### config.mk
export PLATFORM = sky130hd
export DESIGN_NAME = uart_8250
export DESIGN_NICKNAME = d
export VERILOG_FILES = /design/src/rtl/uart_8250_pkg.sv /design/src/rtl/uart_8250_iir.sv /design/src/rtl/uart_8250.sv
export SDC_FILE = /design/constraint.sdc
export NUM_CORES = 1
export LEC_CHECK = 0
export ABC_CLOCK_PERIOD_IN_PS = 6500
export BUFFER_PORTS_ARGS = -buffer_cell sky130_fd_sc_hd__buf_2
export CAP_MARGIN = 20
export CORE_ASPECT_RATIO = 0.7
export CORE_MARGIN = 1.5
export CORE_UTILIZATION = 39
export CTS_BUF_LIST = sky130_fd_sc_hd__clkbuf_8
export DETAILED_ROUTE_END_ITERATION = 8
export MAX_ROUTING_LAYER = met4
export PLACE_DENSITY_LB_ADDON = 0.15
export SLEW_MARGIN = 10
export SYNTH_ARGS = -nofsm -noshare
export SYNTH_HDL_FRONTEND = slang
export SYNTH_SLANG_ARGS = --single-unit
### constraint.sdc
create_clock -name CLK_I -period 6.5 [get_ports CLK_I]
set_clock_uncertainty 0.2 [all_clocks]
set_input_delay 0.65 -clock CLK_I [delete_from_list [all_inputs] [get_ports CLK_I]]
set_output_delay 0.65 -clock CLK_I [all_outputs]
set_load 0.02 [all_outputs]
### src/rtl/uart_8250_pkg.sv
// Shared constants for the 8250-compatible register file: offsets, bit
// positions, IIR identification codes and reset values.
package uart_8250_pkg;

  localparam logic [2:0] OFF_RBR_THR = 3'd0;
  localparam logic [2:0] OFF_IER     = 3'd1;
  localparam logic [2:0] OFF_IIR_FCR = 3'd2;
  localparam logic [2:0] OFF_LCR     = 3'd3;
  localparam logic [2:0] OFF_MCR     = 3'd4;
  localparam logic [2:0] OFF_LSR     = 3'd5;
  localparam logic [2:0] OFF_MSR     = 3'd6;
  localparam logic [2:0] OFF_SCR     = 3'd7;

  localparam int LSR_DR   = 0;
  localparam int LSR_OE   = 1;
  localparam int LSR_THRE = 5;
  localparam int LSR_TEMT = 6;

  localparam int IER_ERBFI = 0;
  localparam int IER_ETBEI = 1;
  localparam int IER_ELSI  = 2;

  localparam int MCR_DTR  = 0;
  localparam int MCR_RTS  = 1;
  localparam int MCR_OUT1 = 2;
  localparam int MCR_OUT2 = 3;
  localparam int MCR_LOOP = 4;

  localparam logic [3:0] IIR_NONE = 4'h1;
  localparam logic [3:0] IIR_RLS  = 4'h6;
  localparam logic [3:0] IIR_RDA  = 4'h4;
  localparam logic [3:0] IIR_THRE = 4'h2;

  localparam logic [7:0] LSR_RST = 8'h60;

endpackage

### src/rtl/uart_8250_iir.sv
// Interrupt identification priority encoder: line status, then receive data,
// then transmitter-empty.
import uart_8250_pkg::*;

module uart_8250_iir (
  input  logic       oe,
  input  logic       dr,
  input  logic       thre_ip,
  input  logic [3:0] ier,
  output logic [3:0] iir_id,
  output logic       irq
);

  always_comb begin
    iir_id = IIR_NONE;
    if (oe && ier[IER_ELSI])
      iir_id = IIR_RLS;
    else if (dr && ier[IER_ERBFI])
      iir_id = IIR_RDA;
    else if (thre_ip && ier[IER_ETBEI])
      iir_id = IIR_THRE;
  end

  assign irq = ~iir_id[0];

endmodule

### src/rtl/uart_8250.sv
// Wishbone classic slave exposing an 8250/16550 register file; transmitted
// bytes loop straight back into the receive buffer.
import uart_8250_pkg::*;

module uart_8250 #(
  parameter logic [31:0] BASE_ADDR = 32'h1250_0000
) (
  input  logic        CLK_I,
  input  logic        RST_I,
  input  logic [31:0] ADR_I,
  input  logic [31:0] DAT_I,
  output logic [31:0] DAT_O,
  input  logic        WE_I,
  input  logic [3:0]  SEL_I,
  input  logic        STB_I,
  output logic        ACK_O,
  input  logic        CYC_I,
  output logic        INT_O
);

  logic [3:0] ier;
  logic [7:0] lcr;
  logic [4:0] mcr;
  logic [7:0] dll, dlm, scr, rbr;
  logic       fifo_en, thre_ip, dr, oe;

  logic       hit, wr, rd, dlab;
  logic [2:0] off;
  logic [3:0] iir_id;
  logic [7:0] lsr, msr, iir, rdata;
  logic [3:0] unused_sel;

  assign unused_sel = SEL_I;
  assign hit   = (ADR_I[31:3] == BASE_ADDR[31:3]);
  assign off   = ADR_I[2:0];
  assign ACK_O = CYC_I & STB_I & hit;
  assign wr    = ACK_O & WE_I;
  assign rd    = ACK_O & ~WE_I;
  assign dlab  = lcr[7];

  assign lsr = LSR_RST | {6'b0, oe, dr};
  assign msr = mcr[MCR_LOOP] ? {mcr[MCR_OUT2], mcr[MCR_OUT1], mcr[MCR_DTR], mcr[MCR_RTS], 4'b0}
                             : 8'h00;
  assign iir = {fifo_en, fifo_en, 2'b00, iir_id};

  uart_8250_iir u_iir (
    .oe      (oe),
    .dr      (dr),
    .thre_ip (thre_ip),
    .ier     (ier),
    .iir_id  (iir_id),
    .irq     (INT_O)
  );

  always_comb begin
    rdata = 8'h00;
    case (off)
      OFF_RBR_THR: rdata = dlab ? dll : rbr;
      OFF_IER:     rdata = dlab ? dlm : {4'b0, ier};
      OFF_IIR_FCR: rdata = iir;
      OFF_LCR:     rdata = lcr;
      OFF_MCR:     rdata = {3'b0, mcr};
      OFF_LSR:     rdata = lsr;
      OFF_MSR:     rdata = msr;
      OFF_SCR:     rdata = scr;
      default:     rdata = 8'h00;
    endcase
  end

  assign DAT_O = hit ? {24'b0, rdata} : 32'b0;

  // thre_ip is only ever set while ETBEI is (or is becoming) 1 and is cleared
  // whenever ETBEI is written 0, so it can never be pending with ETBEI=0.
  always_ff @(posedge CLK_I) begin
    if (!RST_I) begin
      ier     <= '0;
      lcr     <= '0;
      mcr     <= '0;
      dll     <= '0;
      dlm     <= '0;
      scr     <= '0;
      rbr     <= '0;
      fifo_en <= 1'b0;
      thre_ip <= 1'b0;
      dr      <= 1'b0;
      oe      <= 1'b0;
    end else if (wr) begin
      case (off)
        OFF_RBR_THR:
          if (dlab) dll <= DAT_I[7:0];
          else begin
            rbr <= DAT_I[7:0];
            dr  <= 1'b1;
            if (dr) oe <= 1'b1;
            if (ier[IER_ETBEI]) thre_ip <= 1'b1;
          end
        OFF_IER:
          if (dlab) dlm <= DAT_I[7:0];
          else begin
            ier <= DAT_I[3:0];
            if (!DAT_I[IER_ETBEI])     thre_ip <= 1'b0;
            else if (!ier[IER_ETBEI])  thre_ip <= 1'b1;
          end
        OFF_IIR_FCR: begin
          fifo_en <= DAT_I[0];
          if (DAT_I[1]) begin
            dr  <= 1'b0;
            rbr <= 8'h00;
          end
        end
        OFF_LCR: lcr <= DAT_I[7:0];
        OFF_MCR: mcr <= DAT_I[4:0];
        OFF_SCR: scr <= DAT_I[7:0];
        default: ;
      endcase
    end else if (rd) begin
      case (off)
        OFF_RBR_THR: if (!dlab) dr <= 1'b0;
        OFF_IIR_FCR: if (iir_id == IIR_THRE) thre_ip <= 1'b0;
        OFF_LSR:     oe <= 1'b0;
        default: ;
      endcase
    end
  end

endmodule

Word level (Yosys, flattened, before mapping)
Index checks and enable logic that the tools add are counted.
{"block": "totals", "register_bits": 53, "in_bits": 73, "output_inout_bits": 34, "wordCells": 94}
{"block": "classes", "eq_ne": 21, "mux": 34, "bitwise": 7, "n_reduce_logical": 21}
{"op": "$pmux W8 S8", "count": 1}
{"op": "$mux W8", "count": 6}
{"op": "$eq A29 B26 Y1 const B", "count": 1}
{"op": "$mux W1", "count": 21}
{"op": "$pmux W8 S2", "count": 1}
{"op": "$ne A3 B3 Y1 const B", "count": 5}
{"op": "$eq A3 B3 Y1 const B", "count": 4}
{"op": "$reduce_bool A2 Y1", "count": 6}
{"op": "$reduce_and A3 Y1", "count": 3}
{"op": "$mux W4", "count": 2}
{"op": "$ne A2 B2 Y1 const B", "count": 4}
{"op": "$reduce_and A2 Y1", "count": 4}
{"op": "$reduce_and A8 Y1", "count": 1}
{"op": "$eq A3 B2 Y1 const B", "count": 2}
{"op": "$reduce_and A6 Y1", "count": 1}
{"op": "$reduce_and A5 Y1", "count": 1}
{"op": "$and A1 B1 Y1", "count": 4}
{"op": "$eq A4 B2 Y1 const B", "count": 1}
{"op": "$ne A4 B4 Y1 const B", "count": 1}
{"op": "$pmux W1 S2", "count": 2}
{"op": "$reduce_and A4 Y1", "count": 1}
{"op": "$eq A3 B1 Y1 const B", "count": 1}
{"op": "$logic_and A1 B1 Y1", "count": 3}
{"op": "$logic_not A3 Y1", "count": 1}
{"op": "4 further kinds", "count": 6}

Logic depth before layout (Yosys ltp)
Gate-level depths: netlist of run 1.
{"block": "depth", "ltp_word": 9, "mapped_depth": 7, "mapped_depth_nobuf": 5}

Hierarchy
From an unflattened synthesis of run 1, not the netlist that was laid out.
{"block": "unflattened", "hier_cells": 349, "area_unflattened_um2": 3275.6}
{"mod": "uart_8250", "n_inst": 1, "cells_each": 342, "area_each_um2": 3229.3, "seq_area_each_um2": 1061.0}
{"mod": "uart_8250_iir", "n_inst": 1, "cells_each": 7, "area_each_um2": 46.3, "seq_area_each_um2": 0.0}

Worst setup path after synthesis of run 1
Ideal clock, no wire load.
{"block": "synth_timing", "kind": "input to output", "from": "in ADR_I[7]", "to": "out DAT_O[6]", "arrival_time_ps": 2291, "required_time_ps": 5650, "slack_ps": 3359, "cell_stages": 7, "path_buffers": 3, "cell_sequence": "nor4_1 -> nand4_1 -> or3_1 -> buf_6 -> buf_4 -> buf_1 -> a31oi_1"}
{"block": "synth_via", "elab_chain_len": 2}
{"item": "start, declared", "line": "uart_8250.sv:10", "rtl": "input logic [31:0] ADR_I,"}
{"item": "$eq A29 B26 Y1", "line": "uart_8250.sv:34", "rtl": "assign hit = (ADR_I[31:3] == BASE_ADDR[31:3]);"}
{"item": "$mux W8", "line": "uart_8250.sv:70", "rtl": "assign DAT_O = hit ? {24'b0, rdata} : 32'b0;"}
{"item": "end, declared", "line": "uart_8250.sv:12", "rtl": "output logic [31:0] DAT_O,"}
Every way passes these cells.

Worst setup path after layout of run 1
{"block": "layout_timing", "from": "in ADR_I[2]", "to": "out DAT_O[2]"}
{"block": "layout_via", "elab_chain_len": 3, "word_cells_on_any_way": 10, "classes_between": "7 x eq/ne; 2 x mux; 1 x reduce/logical"}
{"item": "$eq A3 B3 Y1 (tied with other cells)", "line": "uart_8250.sv:57", "rtl": "case (off)"}
{"item": "$pmux W8 S8 *", "line": "uart_8250.sv:57"}
{"item": "$mux W8 *", "line": "uart_8250.sv:70"}
Mark *: on every way between the ends. The rest lies on a longest branch, timed or not.

==> results.ini, run 1 <==
[status]
status=complete, no violations

[clock_network]
ctsResizeCount=0
clkSinkCount=53
clk_pin_slew_worst_paths_ns=0.09
cts_max_level=2
root_buffer=clkbuf_8
cts_hold_buffers=0
cts_setup_buffers=0
numCtsBuffers=5
clkLatencyLatePin_ns=0.31
cts_tree=yes
clock_tree.buffer_depth=2

[synthesis]
synth_top_area_frac=0.344
ys.flop_type=dfxtp_1
synth_seq_cells=53
syn_inst=362
synth-seq-area-share=0.344
synth_area_leaders=dfxtp_1 34%, mux2i_1 18%, nand2_1 9.9%
synth_area_sq_um=3090
synth_edf_count=0
yosysTopAreaCell=dfxtp_1
synthMostInstantiatedCell=nand2_1
async_reset_ff_frac=0
synth_common_cells=81 x nand2_1, 56 x mux2i_1, 53 x dfxtp_1, 26 x buf_4, 19 x nor2_1
synth_cell_types=46
yosys_warnings=0
syn_area_per_cell_sq_um=8.53

[floorplanning]
initial_utilization=0.413
dieArea_sq_um=8470
die_w_um=109
core.rowCount=26
num_io_pins=107
dieHeight_um=77.4
core_area_sq_um=7480

[worst_setup_path]
cp-end-kind=primary output
path_cells=buf_2 > nor2_1 > nand2_1 > o22ai_1 > a21oi_1 > a21oi_1 > buf_2
cp-start-kind=input port
worstPathArrival_ns=2.55
max_stage_delay_ns=0.43
crit_buf_inv=2
critPathTopFamily=simple AND/OR/NAND/NOR gates
slowest_stage=nand2_1
path_class=input port to primary output
path_max_fanout=27
required_ns=5.65

[placement]
dp_cells=491
globalplace.congestion=0.794
hpwl_mm=5.67
place.port_buffers=54
pre_cts_ws_ns=3.12

[drt]
dr.pass1.iters=4
wl_mm=8.11
drc=0
post_drt_wl_per_cell_um=16.3
dr_total_vias=2573
drt-initial-drc-count=165
vias_per_cell=5.16
postRouteAntennaNets=0

[power_and_ir_drop]
finalPower_mw=0.625
p_per_area_nw_per_um2=183
leakagePower_nw=1.25
ir_drop_mv=0.126

[cells_and_area]
syn2layout_area_growth_pct=10.7
drive_gt1_frac=0.214
regArea_sq_um=1060
post-route-util=0.457
fillers=800
final_cells=499
diodes=0
multi_input_area_sq_um=1810
fin_nets=473

[global_route]
grt_first_pass_wirelength_mm=13.0
grt_pass1_vias=2381
antenna_found_initial=0
grt_usage=0.205
grt_max_degree=72
overflow=0

[sta]
drv_slew=0
hold_viol=0
tightest_slew_ns=0.834
max_freq_mhz=294
min_period_ns=3.40
rsz0062_at_grt=no
worst_slew_margin_rel=0.440
setup_ws_ns=3.10
setup_tns_ns=0
fin_crit_sh=0.524
finalSetupViolCount=0

[run]
drv_cap=0

[worst_hold_path]
hold_path.class=register to register

state kept, by name, indices dropped and copies added, names as in the netlist:
signal   count
thre_ip      1
fifo_en      1
ier          4
rbr          8
dlm          8
lcr          8
oe           1
scr          8
dr           1
mcr          5
dll          8
tightest hold or removal path, cell delays in order (launching register included):
cell	delay [ns]
dfxtp_1	0.32
nand2_1	0.05
o21bai_1	0.05
cell type report:
class,count,share of cell area
Multi-Input combinational cell,280,0.530
Sequential cell,53,0.311
Timing Repair Buffer,57,0.0857
Tap cell,98,0.0359
Clock buffer,6,0.0242
Clock inverter,2,0.00989
Inverter,3,0.00330
cell families (layout without fill, tap and decap cells):
family	Yosys count	in the layout	share of synthesized area
buffers and inverters	52	68	0.0973
and+or+nand+nor	146	146	0.245
other	1	24	0.00121
muxes	64	64	0.211
DFF	53	53	0.344
AOI/OAI and AO/OA	46	46	0.102
path summary, 6_finish.rpt:
kind                 start        to  cells past startpoint  slack, ns
setup reg to reg    lcr[7]    dll[7]                      4       4.33
setup / recovery  ADR_I[2]  DAT_O[2]                      7       3.10
hold reg to reg     rbr[1]    rbr[1]                      2       0.26
hold / removal      rbr[1]    rbr[1]                      2       0.26
layout by cell type (no fill, tap or decap), drive strengths merged, types with 2 or more instances in the layout:
master  count
and2        2
inv         4
nor2b       3
o211ai      4
a22o        2
nand4       2
or2         2
dfxtp      53
o21ai       6
a31oi       3
mux2        8
nor2       19
or3         2
nand2      81
nand3      16
nor4        9
a21oi      11
a221oi      5
nor3        5
buf        57
clkbuf      6
a22oi       5
mux2i      56
conb       24
routing by layer:
layer | GRT usage | share of wire
met1 | 0.313 | 0.51
met2 | 0.278 | 0.43
met3 | 0.0387 | 0.061
met4 | 0.0390 | 0.0073
met5 | - | 0
power breakdown:
group / switching, mW / internal (mW) / total, mW / leakage (nW)
sequential: 0.00000000000667 / 0.324 / 0.324 / 0.427
clock: 0.110 / 0.124 / 0.234 / 0.0626
combinational: 0.0488 / 0.0174 / 0.0661 / 0.758
total: 0.159 / 0.466 / 0.625 / 1.25
metrics by stage:
stage | hold WS [ns] | cell area [sq um]
finish | 0.255 | 3420
global route | 0.281 | 3420
CTS | 0.260 | 3420
detailed placement | 0.246 | 3300
global placement | 0.239 | 3300
floorplan | 0.229 | 3170
(Power assumes the default switching activity.)
==> inputs of run 2 (changes only) <==
--- a/config.mk
+++ b/config.mk
@@ -5,7 +5,7 @@
 export SDC_FILE = /design/constraint.sdc
 export NUM_CORES = 1
 export LEC_CHECK = 0
-export ABC_CLOCK_PERIOD_IN_PS = 6500
+export ABC_CLOCK_PERIOD_IN_PS = 3100
 export BUFFER_PORTS_ARGS = -buffer_cell sky130_fd_sc_hd__buf_2
 export CAP_MARGIN = 20
 export CORE_ASPECT_RATIO = 0.7
==> constraint.sdc (replaced) <==
create_clock -name CLK_I -period 3.1 [get_ports CLK_I]
set_clock_uncertainty 0.2 [all_clocks]
set_input_delay 0.31 -clock CLK_I [delete_from_list [all_inputs] [get_ports CLK_I]]
set_output_delay 0.31 -clock CLK_I [all_outputs]
set_load 0.02 [all_outputs]
==> run 2 against run 1 <==
Effect of this change:
- wire length fell by 0.39%
- register-to-register slack got worse by 3.3 ns
- total power rose by 91%
- cell count rose by 1.2%
- worst hold slack got worse by 0.19 ns
- critical path depth fell by 1
- non-clock buffer count rose by 8
- global-route usage fell by 0.091 points
- sequential share of layout area fell by 0.27 points
- clock power rose by 58%
- combinational power rose by 120%
- critical path type is now register to primary output
- critical endpoint unchanged
- largest power group unchanged
- highest routed layer unchanged
==> results.ini, run 2 (synthesized netlist as in run 1, its figures left out) <==
[drt]
dr.pass1.iters=5  ; was 4
postRouteAntennaNets=0  ; unchanged
wl_mm=8.08  ; was 8.11 mm
vias_per_cell=5.17  ; was 5.16
dr_total_vias=2611  ; was 2573
post_drt_wl_per_cell_um=16.0  ; was 16.3 um
drt-initial-drc-count=163  ; was 165
drc=0  ; unchanged

[global_route]
antenna_found_initial=0  ; unchanged
grt_first_pass_wirelength_mm=12.9  ; was 13.0 mm
overflow=0  ; unchanged
grt_pass1_vias=2396  ; was 2381
grt_max_degree=48  ; was 72
grt_usage=0.204  ; was 0.205

[cells_and_area]
layout.cells.most_common=nand2_1  ; unchanged
final_area_sq_um=3450  ; was 3420 sq um
final_cells=505  ; was 499
post-route-util=0.461  ; was 0.457
diodes=0  ; unchanged
syn2layout_area_growth_pct=11.6  ; was 10.7%
layout_common_cells=81 x nand2_1, 56 x mux2i_1, 54 x buf_2, 53 x dfxtp_1, 24 x conb_1  ; unchanged
drive_gt1_frac=0.229  ; was 0.214
fin_nets=481  ; was 473

[clock_network]
clk_pin_slew_worst_paths_ns=0.09  ; about the same
cts_setup_buffers=0  ; unchanged
clkLatencyLatePin_ns=0.30  ; was 0.31 ns
ctsResizeCount=0  ; unchanged
clock_tree.buffer_depth=2  ; unchanged
clkSinkCount=53  ; unchanged
numCtsBuffers=5  ; unchanged
root_buffer=clkbuf_8  ; unchanged
cts_max_level=2  ; unchanged
cts_tree=yes  ; unchanged
cts_hold_buffers=0  ; unchanged

[sta]
min_period_ns=2.68
rsz0062_at_grt=no  ; unchanged
fin_crit_sh=0.865
max_freq_mhz=373
hold_viol=0  ; unchanged
setup_tns_ns=0  ; unchanged
finalSetupViolCount=0  ; unchanged
tightest_slew_ns=0.619  ; was 0.834 ns
drv_slew=0  ; unchanged
worst_slew_margin_rel=0.585  ; was 0.440

[worst_setup_path]
max_stage_delay_ns=0.64  ; was 0.43 ns
slowest_stage=dfxtp_1  ; was nand2_1
cp-start-kind=register  ; was input port
worstPathArrival_ns=2.17  ; was 2.55 ns
path_class=register to primary output  ; was input port to primary output
required_ns=2.59  ; was 5.65 ns
path_cells=buf_4 > mux2i_1 > o22ai_1 > a21oi_1 > a21oi_1 > buf_2  ; was buf_2 > nor2_1 > nand2_1 > o22ai_1 > a21oi_1 > a21oi_1 > buf_2
path_max_fanout=10  ; was 27
crit_buf_inv=2  ; unchanged
critPathTopFamily=flip-flops  ; was simple AND/OR/NAND/NOR gates
cp-end-kind=primary output  ; unchanged
cp_common_cell=a21oi_1

[floorplanning]
num_io_pins=107  ; unchanged
core.rowCount=26  ; unchanged
initial_utilization=0.413  ; unchanged
dieArea_sq_um=8470  ; unchanged
die_w_um=109  ; unchanged
core_area_sq_um=7480  ; unchanged
dieHeight_um=77.4  ; unchanged

[placement]
place.port_buffers=54  ; unchanged
placed_area_sq_um=3370  ; was 3300 sq um
dp_cells=499  ; was 491
globalplace.congestion=0.801  ; was 0.794
hpwl_mm=5.89  ; was 5.67 mm

[power_and_ir_drop]
p_per_area_nw_per_um2=346  ; was 183 nW/um^2
ir_drop_mv=0.245  ; was 0.126 mV
leakagePower_nw=1.27  ; was 1.25 nW
finalPower_mw=1.19  ; was 0.625 mW

[run]
drv_cap=0  ; unchanged

[worst_hold_path]
hold_path.class=input port to register  ; was register to register

[status]
status=complete, no violations  ; unchanged

## run 2: changes by cell type in the layout (fill, tap and decap cells not counted)
cell       delta
buf_12        +1
clkinv_2      +1
inv_1         -1
buf_4         +7
clkbuf_8      -1
bufinv_16     -1
## run 2: metrics by stage
step / worst slack [ns] / hold slack [ns]
floorplan: 0.639 / 0.229
global placement: 0.565 / 0.239
detailed placement: 0.546 / 0.249
CTS: 0.434 / 0.0588
global route: 0.273 / 0.0552
finish: 0.419 / 0.0654
## run 2: power breakdown
| part | leakage (nW) | total [mW] | switching [mW] | internal [mW] |
|---|---|---|---|---|
| Combinational | 0.804 | 0.144 | 0.103 | 0.0405 |
| Clock | 0.0399 | 0.369 | 0.220 | 0.149 |
| Sequential | 0.427 | 0.680 | 0.0000000000162 | 0.680 |
| Total | 1.27 | 1.19 | 0.323 | 0.870 |
## run 2: worst paths after layout
kind | start | end | slack, ns | cells past startpoint
worst max-delay path | lcr[7] | DAT_O[2] | 0.42 | 6
worst min-delay path | DAT_I[7] | rbr[7] | 0.07 | 3
worst max register to register | lcr[7] | dll[2] | 1.07 | 5
worst min register to register | dll[4] | dll[4] | 0.26 | 2
## run 2: worst register-to-register path, cell delays in order (launching register included)
cell and delay, ns:
dfxtp_1 0.64, buf_4 0.26, inv_1 0.13, nor4_4 0.28
buf_4 0.25, mux2i_1 0.20
## run 2: layout make-up
class / count / area, sq um
clock buffer: 5 / 68.8
multi-input combinational: 280 / 1810
clock inverter: 1 / 5.00
timing repair buffer: 65 / 365
tap: 98 / 123
inverter: 3 / 11.3
sequential: 53 / 1060
fill: 796 / 4040
## run 2: routing by layer
layer  track usage  share of wire  vias up
met5             -              0        -
met4        0.0273         0.0020        0
met3        0.0387          0.068        2
met2         0.286           0.42       81
met1         0.308           0.51     1217
li1              -              -     1311
==> inputs of run 3 (changes only) <==
--- a/config.mk
+++ b/config.mk
@@ -15,6 +15,7 @@
 export DETAILED_ROUTE_END_ITERATION = 8
 export MAX_ROUTING_LAYER = met4
 export PLACE_DENSITY_LB_ADDON = 0.15
+export REMOVE_ABC_BUFFERS = 1
 export SLEW_MARGIN = 10
 export SYNTH_ARGS = -nofsm -noshare
 export SYNTH_HDL_FRONTEND = slang
==> run 3 against run 2 <==
Effect of this change:
- sequential cell count unchanged
- sequential share of layout area shrank 0.067 points
- first-iteration DRC count rose by 41%
- setup slack improved by 0.017 ns
- core utilization grew 0.10 points
- wire length fell by 1.7%
- sequential power about the same
- die area unchanged
- clock power grew 6.5%
- critical endpoint is now DAT_O[1]
- largest cell class unchanged
- highest routed layer unchanged
==> results.ini, run 3 (synthesized netlist as in run 1, its figures left out) <==
[power_and_ir_drop]
p_int_mw=0.877  ; was 0.870 mW
pwr-share-comb=0.117  ; was 0.120
finalPower_mw=1.21  ; was 1.19 mW
netSwitchingFraction=0.278  ; was 0.271
p_per_area_nw_per_um2=352  ; was 346 nW/um^2
p_clk_frac=0.323  ; was 0.310
leakagePower_nw=1.27  ; about the same
ir_drop_mv=0.163  ; was 0.245 mV
switchingPower_mw=0.338  ; was 0.323 mW
p_seq_frac=0.560  ; was 0.570

[global_route]
use_met2=0.297  ; was 0.286
globalRouteMet1Util=0.290  ; was 0.308
grt_util_met3=0.0336  ; was 0.0387
grt_pass1_vias=2500  ; was 2396
overflow=0  ; unchanged
top_usage_layer=met2  ; was met1
antenna_found_initial=0  ; unchanged
grt_first_pass_wirelength_mm=12.8  ; was 12.9 mm
grt_max_degree=44  ; was 48
grt_usage=0.203  ; was 0.204

[cells_and_area]
drive_gt1_frac=0.234  ; was 0.229
layout_common_cells=81 x nand2_1, 56 x mux2i_1, 54 x buf_2, 53 x dfxtp_1, 24 x conb_1  ; unchanged
layout.cells.most_common=nand2_1  ; unchanged
diodes=0  ; unchanged
syn2layout_area_growth_pct=11.9  ; was 11.6%
fillers=750  ; was 796
fin_nets=482  ; was 481
post-route-util=0.462  ; was 0.461

[placement]
hpwl_mm=5.58  ; was 5.89 mm
globalplace.congestion=0.797  ; was 0.801
place.port_buffers=54  ; unchanged

[worst_hold_path]
hold_path.class=input port to register  ; unchanged

[worst_setup_path]
path_cells=buf_4 > nor2b_1 > a21o_1 > a221oi_1 > a31o_2 > a21oi_1 > buf_2  ; was buf_4 > mux2i_1 > o22ai_1 > a21oi_1 > a21oi_1 > buf_2
required_ns=2.59  ; about the same
path_class=register to primary output  ; unchanged
max_stage_delay_ns=0.66  ; was 0.64 ns
cp-end-kind=primary output  ; unchanged
worstPathArrival_ns=2.15  ; was 2.17 ns
path_max_fanout=10  ; unchanged
cp-start-kind=register  ; unchanged
slowest_stage=dfxtp_1  ; unchanged

[sta]
worst_slew_margin_rel=0.578  ; was 0.585
min_period_ns=2.66  ; was 2.68 ns
hold_viol=0  ; unchanged
fin_crit_sh=0.860  ; was 0.865
tightest_slew_ns=0.630  ; was 0.619 ns
setup_tns_ns=0  ; unchanged
finalSetupViolCount=0  ; unchanged
rsz0062_at_grt=no  ; unchanged
max_freq_mhz=375  ; was 373 MHz
hold_slack_ns=0.0577  ; was 0.0654 ns
drv_slew=0  ; unchanged

[clock_network]
root_buffer=clkbuf_8  ; unchanged
clkSinkCount=53  ; unchanged
cts_hold_buffers=0  ; unchanged
numCtsBuffers=5  ; unchanged
ctsResizeCount=0  ; unchanged
cts_max_level=2  ; unchanged
clkLatencyLatePin_ns=0.30  ; about the same
clock_tree.buffer_depth=2  ; unchanged
cts_tree=yes  ; unchanged
cts_setup_buffers=0  ; unchanged
clk_pin_slew_worst_paths_ns=0.10  ; was 0.09 ns

[drt]
vias_per_cell=5.16  ; was 5.17
post_drt_wl_per_cell_um=15.6  ; was 16.0 um
dr_total_vias=2621  ; was 2611
wl_mm=7.95  ; was 8.08 mm
postRouteAntennaNets=0  ; unchanged
drc=0  ; unchanged
drt-initial-drc-count=230  ; was 163
dr.pass1.iters=4  ; was 5

[floorplanning]
core_area_sq_um=7480  ; unchanged
initial_utilization=0.413  ; unchanged
dieArea_sq_um=8470  ; unchanged
die_w_um=109  ; unchanged
core.rowCount=26  ; unchanged
num_io_pins=107  ; unchanged
dieHeight_um=77.4  ; unchanged

[status]
status=complete, no violations  ; unchanged

[run]
drv_cap=0  ; unchanged

-- run 3: changes by cell type in the layout (fill, tap and decap cells not counted), sizes merged --
cell      previous run  this run
buf                 65        66
clkinv               1         2
clkinvlp             0         1
-- run 3: power by group through the flow --
stage	logic, mW	registers [mW]	clock network, mW
after floorplan	0.0635	0.696	0
after global placement	0.139	0.696	0
after detailed placement	0.141	0.696	0
after CTS	0.141	0.680	0.408
after global routing	0.157	0.681	0.429
final	0.142	0.680	0.393
-- run 3: final cells by class --
| type | instances | area (sq um) | area share |
|---|---|---|---|
| clock buffers | 5 | 68.8 | 0.0199 |
| clock inverters | 3 | 17.5 | 0.00507 |
| inverters | 3 | 11.3 | 0.00326 |
| multi-input cells | 280 | 1810 | 0.525 |
| flip-flops and latches | 53 | 1060 | 0.307 |
| well taps | 98 | 123 | 0.0355 |
| repair buffers | 66 | 360 | 0.104 |
-- run 3: worst max-delay path: cells and delay by family, from the launching register on --
kind / cells / cell delay (ns)
AO/OA/AOI/OAI: 4 / 0.66
buffers and inverters: 2 / 0.44
AND/OR/NAND/NOR: 1 / 0.08
flip-flops: 1 / 0.66
-- run 3: final timing paths --
kind	slack, ns	end	startpoint	depth (start not counted)
worst max-delay path	0.44	DAT_O[1]	lcr[7]	7
worst min-delay path	0.06	rbr[2]	DAT_I[2]	3
worst max register to register	0.88	dll[7]	lcr[7]	5
worst min register to register	0.26	rbr[7]	rbr[7]	2
-- run 3: per-layer routing --
layer  wire (um)  vias up
met3         500       12
met4          89        0
li1            -     1313
met5           0        -
met1        3850     1222
met2        3500       74
-- run 3: per-stage QoR --
step / cell area (sq um) / instances / setup slack [ns]
floorplan: 2880 / 336 / 0.538
global placement: 3370 / 500 / 0.472
detailed placement: 3370 / 500 / 0.470
CTS: 3450 / 508 / 0.394
global route: 3450 / 508 / 0.236
finish: 3450 / 508 / 0.435
